`src/rtl/uart_sipo_rx.sv`:
```
// rtl/uart_sipo_rx.sv - UART receiver front end: oversampled start detect, LSB-first shift-in, parity/framing status (optional RX_MAJORITY_VOTE_EN)
module uart_sipo_rx #(
    parameter int OVERSAMPLE = 16
) (
    input  logic       baud_clk,
    input  logic       reset_n,
    input  logic       data_rx,
    input  logic [1:0] parity_type,
    output logic [7:0] data_out,
    output logic       data_valid,
    output logic       parity_error,
    output logic       frame_error,
    output logic       active_flag,
    output logic       done_flag
);

    localparam int              CW      = $clog2(OVERSAMPLE);
    localparam logic [CW-1:0]   HALF_M1 = CW'(OVERSAMPLE / 2 - 1);
    localparam logic [CW-1:0]   FULL_M1 = CW'(OVERSAMPLE - 1);

    typedef enum logic [2:0] {
        S_IDLE,
        S_START,
        S_DATA,
        S_PARITY,
        S_STOP
    } state_t;

    state_t        state_q;
    logic [CW-1:0] s_cnt_q;
    logic [2:0]    bit_cnt_q;
    logic [7:0]    shift_q;
    logic          armed_q;
    logic [1:0]    par_type_q;
    logic          par_bit_q;
    logic          sync1_q;
    logic          sync2_q;
    logic          rx_s;
    logic          rx_smp;
    logic          par_en;
    logic          par_exp;

    // Two-flop synchronizer; resets to the idle (high) line level
    always_ff @(posedge baud_clk or negedge reset_n) begin
        if (!reset_n) begin
            sync1_q <= 1'b1;
            sync2_q <= 1'b1;
        end else begin
            sync1_q <= data_rx;
            sync2_q <= sync1_q;
        end
    end

    assign rx_s = sync2_q;

`ifdef RX_MAJORITY_VOTE_EN
    logic [1:0] hist_q;

    // Two cycles of line history so each sample point can vote 2-of-3
    always_ff @(posedge baud_clk or negedge reset_n) begin
        if (!reset_n) begin
            hist_q <= 2'b11;
        end else begin
            hist_q <= {hist_q[0], rx_s};
        end
    end

    assign rx_smp = (rx_s & hist_q[0]) | (rx_s & hist_q[1]) | (hist_q[0] & hist_q[1]);
`else
    assign rx_smp = rx_s;
`endif

    // Parity modes 01 (odd) and 10 (even) are enabled; 00/11 mean no parity
    assign par_en  = ^par_type_q;
    assign par_exp = (par_type_q == 2'b10) ? ^shift_q : ~^shift_q;

    // Receive FSM: start validation at half bit, then one sample per bit period
    always_ff @(posedge baud_clk or negedge reset_n) begin
        if (!reset_n) begin
            state_q      <= S_IDLE;
            s_cnt_q      <= '0;
            bit_cnt_q    <= '0;
            shift_q      <= '0;
            armed_q      <= 1'b0;
            par_type_q   <= 2'b00;
            par_bit_q    <= 1'b0;
            data_out     <= 8'h00;
            data_valid   <= 1'b0;
            parity_error <= 1'b0;
            frame_error  <= 1'b0;
            active_flag  <= 1'b0;
            done_flag    <= 1'b1;
        end else begin
            data_valid <= 1'b0;
            case (state_q)
                S_IDLE: begin
                    if (rx_s) begin
                        armed_q <= 1'b1;
                    end else if (armed_q) begin
                        state_q     <= S_START;
                        s_cnt_q     <= '0;
                        par_type_q  <= parity_type;
                        active_flag <= 1'b1;
                        done_flag   <= 1'b0;
                    end
                end
                S_START: begin
                    if (s_cnt_q == HALF_M1) begin
                        s_cnt_q <= '0;
                        if (rx_smp) begin
                            // Line came back high: treat as a glitch
                            state_q     <= S_IDLE;
                            active_flag <= 1'b0;
                            done_flag   <= 1'b1;
                        end else begin
                            state_q   <= S_DATA;
                            bit_cnt_q <= '0;
                        end
                    end else begin
                        s_cnt_q <= s_cnt_q + 1'b1;
                    end
                end
                S_DATA: begin
                    if (s_cnt_q == FULL_M1) begin
                        s_cnt_q   <= '0;
                        shift_q   <= {rx_smp, shift_q[7:1]};
                        bit_cnt_q <= bit_cnt_q + 3'd1;
                        if (bit_cnt_q == 3'd7) begin
                            state_q <= par_en ? S_PARITY : S_STOP;
                        end
                    end else begin
                        s_cnt_q <= s_cnt_q + 1'b1;
                    end
                end
                S_PARITY: begin
                    if (s_cnt_q == FULL_M1) begin
                        s_cnt_q   <= '0;
                        par_bit_q <= rx_smp;
                        state_q   <= S_STOP;
                    end else begin
                        s_cnt_q <= s_cnt_q + 1'b1;
                    end
                end
                S_STOP: begin
                    if (s_cnt_q == FULL_M1) begin
                        s_cnt_q      <= '0;
                        data_out     <= shift_q;
                        parity_error <= par_en & (par_bit_q != par_exp);
                        frame_error  <= ~rx_smp;
                        data_valid   <= 1'b1;
                        // A low stop bit may be a break: require idle high before rearming
                        if (!rx_smp) begin
                            armed_q <= 1'b0;
                        end
                        state_q     <= S_IDLE;
                        active_flag <= 1'b0;
                        done_flag   <= 1'b1;
                    end else begin
                        s_cnt_q <= s_cnt_q + 1'b1;
                    end
                end
                default: begin
                    state_q <= S_IDLE;
                end
            endcase
        end
    end

endmodule

```
`config.mk`:
```
export PLATFORM = sky130hd
export DESIGN_NAME = uart_sipo_rx
export DESIGN_NICKNAME = d
export VERILOG_FILES = /design/src/rtl/uart_sipo_rx.sv
export SDC_FILE = /design/constraint.sdc
export NUM_CORES = 1
export LEC_CHECK = 0
export ABC_AREA = 1
export CAP_MARGIN = 20
export CORE_MARGIN = 4
export CORE_UTILIZATION = 40
export CTS_CLUSTER_SIZE = 12
export DETAILED_ROUTE_END_ITERATION = 6
export MAX_ROUTING_LAYER = met4
export PLACE_DENSITY = 0.62
export SETUP_SLACK_MARGIN = 0.05
export SLEW_MARGIN = 20
export SYNTH_ARGS = -nofsm -noshare
export SYNTH_HDL_FRONTEND = slang
export SYNTH_SLANG_ARGS = --single-unit
```
`constraint.sdc`:
```
create_clock -name baud_clk -period 1.25 [get_ports baud_clk]
set_input_delay 0.25 -clock baud_clk [delete_from_list [all_inputs] [get_ports baud_clk]]
set_output_delay 0.25 -clock baud_clk [all_outputs]
set_load 0.01 [all_outputs]
```
==> metrics <==
CTS tree done; clk root buf clkbuf_8; failing checks setup timing; Setup WS pre-CTS -144 ps; min cycle time layout 1410 ps; Cell Pwr Density 1910 nW/um^2; setup TNS -3600 ps; fin cells ~320; Mapped Avg Cell Area approximately 8.6 sq um; max_cap viols 0; TritonCTS buffer count 5; antenna fix cells 0; dpl cell area between 2000 and 2500 sq um; CP Max Fanout 10; Critical Path End Type flip-flop; first-pass GRT wire length just over 6000 microns; DR iter-0 viols 38; DRT Pass-1 Iters 4; cell count after synthesis between 200 and 250; skew final ~12 ps; count of state elements after synthesis 37; die height about 76 microns; Pwr Total about 5 mW; port bufs 17; CTS H-tree depth 2; sequential area share after synthesis approximately 50%; Vias/cell 4.76; path depth of the worst reg2reg path 8; slew margin rel. between 70 and 80%; worst-skew pair later-pin latency 290 ps; run status finished, violations left; worst setup margin -163 ps; clk buf depth 2; Detailed Route WL about 4000 microns; die area roughly 5700 sq um; Worst Setup EP data_out[2]$_DFFE_PN0P_; Initial Util a little over two fifths; IO Pins 18; post-route cell area 2670 sq um; Max VDD drop ~1500 uV; number of cell rows 24; WL/cell ~13 microns; crit path launch s_cnt_q[1]$_DFFE_PN0P_; number of global-route vias before repair approximately 1400; Total GRT Usage 14.7%; NumNets Final roughly 280; Slew Viols, Final 0; Vias approximately 1500; largest net degree at the start of global routing 21; GRT overflow 0; reg2reg start s_cnt_q[1]$_DFFE_PN0P_; WP data arrival 1580 ps; critical path launch point type flip-flop; RSZ-0062 raised after global routing true; # setup viols final 33; drt drc 0; critical path class reg -> reg; RR Endpoint data_out[2]$_DFFE_PN0P_; Slew @ Worst Pin ~350 ps; post-route antenna net violation count 0; initial antenna violation count 0; Placed Cells incl. Taps 300; fill cell count roughly 390; Area Overhead vs Synth 45.8%; Detailed Place HPWL between 2000 and 3000 microns; Unique masters post-synth 26; Die Wd roughly 76 microns; # clock sinks 37; share of cells above drive strength 1 a little under two fifths; Worst-path clk slew ~70 ps; synth warn 0; HP Class in -> async; worst reg-to-reg setup slack -160 ps; Pleak between 1 and 1.5 nW; final hold violation count 0; Mapped Nets approximately 220; part of the cycle the worst path needs 113%; gpl congestion 0.895; Mapped Area 1830 sq um; core box area about 4400 sq um; Required @ worst endpoint ~1400 ps; fmax 0.708 GHz
==> power by group <==
| part | leakage (nW) | switching, mW | internal [mW] | total (mW) |
|---|---|---|---|---|
| clock network | 0.0552 | 0.429 | 0.592 | 1.02 |
| registers | 0.478 | 0.243 | 1.49 | 1.73 |
| logic | 0.794 | 1.23 | 1.12 | 2.35 |
==> cells by family (layout without fill, tap and decap cells) <==
logic type	count (synthesis)	count (layout)	synth area share [%]
adders and majority gates	4	4	2.73
and+or+nand+nor	99	99	25.4
muxes	1	1	0.820
xor gates and xnor gates	6	6	2.87
buffers and inverters	29	84	6.90
DFF	37	37	50.8
AOI/OAI and AO/OA	36	36	10.5
==> critical path: stages (launching register included) <==
cell	delay [ps]
dfrtp_1	400
ha_4	170
nand2_4	70
nor2_4	150
buf_4	150
nand2_4	70
buf_12	140
nand2_1	60
o21ai_0	90
==> area by class of cell <==
type                            instances  area (sq um)  area share [%]
Clock buffer                            6          72.6            2.72
Tap cell                               52          65.1            2.44
Clock inverter                          2          35.0            1.31
Timing Repair Buffer                   52           505            18.9
Inverter                               24          90.1            3.38
Sequential cell                        37           932            34.9
Multi-Input combinational cell        146           968            36.3
==> synthesized netlist by cell type <==
| cell type | instances | area share, % |
|---|---|---|
| nand2_1 | 63 | 13 |
| dfrtp_1 | 34 | 46 |
| inv_1 | 22 | 4.5 |
| o21ai_0 | 14 | 3.8 |
| o21ai_1 | 14 | 3.8 |
| nand3_1 | 10 | 2.7 |
| nand2_2 | 9 | 3.1 |
| nor2_1 | 5 | 1.0 |
| nor2_4 | 5 | 3.1 |
| ha_1 | 4 | 2.7 |
| nor2_2 | 4 | 1.4 |
| a21oi_1 | 3 | 0.82 |
| dfstp_2 | 3 | 4.3 |
| xnor2_1 | 3 | 1.4 |
| xor2_1 | 3 | 1.4 |
| buf_2 | 2 | 0.55 |
| buf_6 | 2 | 1.2 |
| inv_2 | 2 | 0.41 |
| o21ai_2 | 2 | 0.96 |
| o22ai_1 | 2 | 0.68 |
| clkbuf_1 | 1 | 0.20 |
| mux2_4 | 1 | 0.82 |
| nand3_2 | 1 | 0.55 |
| nor3_1 | 1 | 0.27 |
| o211ai_1 | 1 | 0.41 |
| or2_1 | 1 | 0.34 |
==> routing by layer <==
layer	global-route usage (%)	vias up	share of wire, %
li1	-	782	-
met1	17.5	703	43
met2	24.3	27	51
met3	3.56	7	4.5
met4	5.24	0	1.4
met5	-	-	0
==> sequential cells by signal, indices dropped and copies added (netlist names), 2 cells and up <==
signal      flops
bit_cnt_q       3
state_q         3
s_cnt_q         4
par_type_q      2
data_out        8
shift_q         8
==> worst min path at each step <==
stage	startpoint	end	slack (ps)	cells after the start
finish	reset_n	armed_q$_DFFE_PN0P_	350	2
global route	reset_n	s_cnt_q[3]$_DFFE_PN0P_	370	2
detailed placement	reset_n	state_q[1]$_DFFE_PN0P_	120	1
global placement	reset_n	state_q[1]$_DFFE_PN0P_	120	1
floorplan	reset_n	active_flag$_DFFE_PN0P_	-50	0
CTS	reset_n	armed_q$_DFFE_PN0P_	350	2
==> per-stage QoR <==
stage                     utilization (%)  hold slack, ps
after floorplan                         -           -45.6
after global placement               50.6             120
after detailed placement             50.6             120
after CTS                            55.1             354
after global routing                 60.9             371
final                                60.9             348
==> cell usage in the layout, fill, tap and decap left out, drive strengths merged, types with 4 or more instances in the layout <==
master         synthesis  layout
buf                    4      34
clkbuf                 1       9
clkdlybuf4s15          0      11
dfrtp                 34      34
ha                     4       4
inv                   24      24
nand2                 72      72
nand3                 11      11
nor2                  14      14
o21ai                 30      30
==> repair_timing <==
item | in CTS | in global routing
pin swaps | 8 | 5
gates resized for setup | 46 | 42
hold buffers | 1 | 0
gates cloned | 0 | 2
endpoints found under the setup margin | 47 | 38
setup buffers | 2 | 6
endpoints found under the hold margin | 5 | 0
Power figures use the tool's default switching activity.
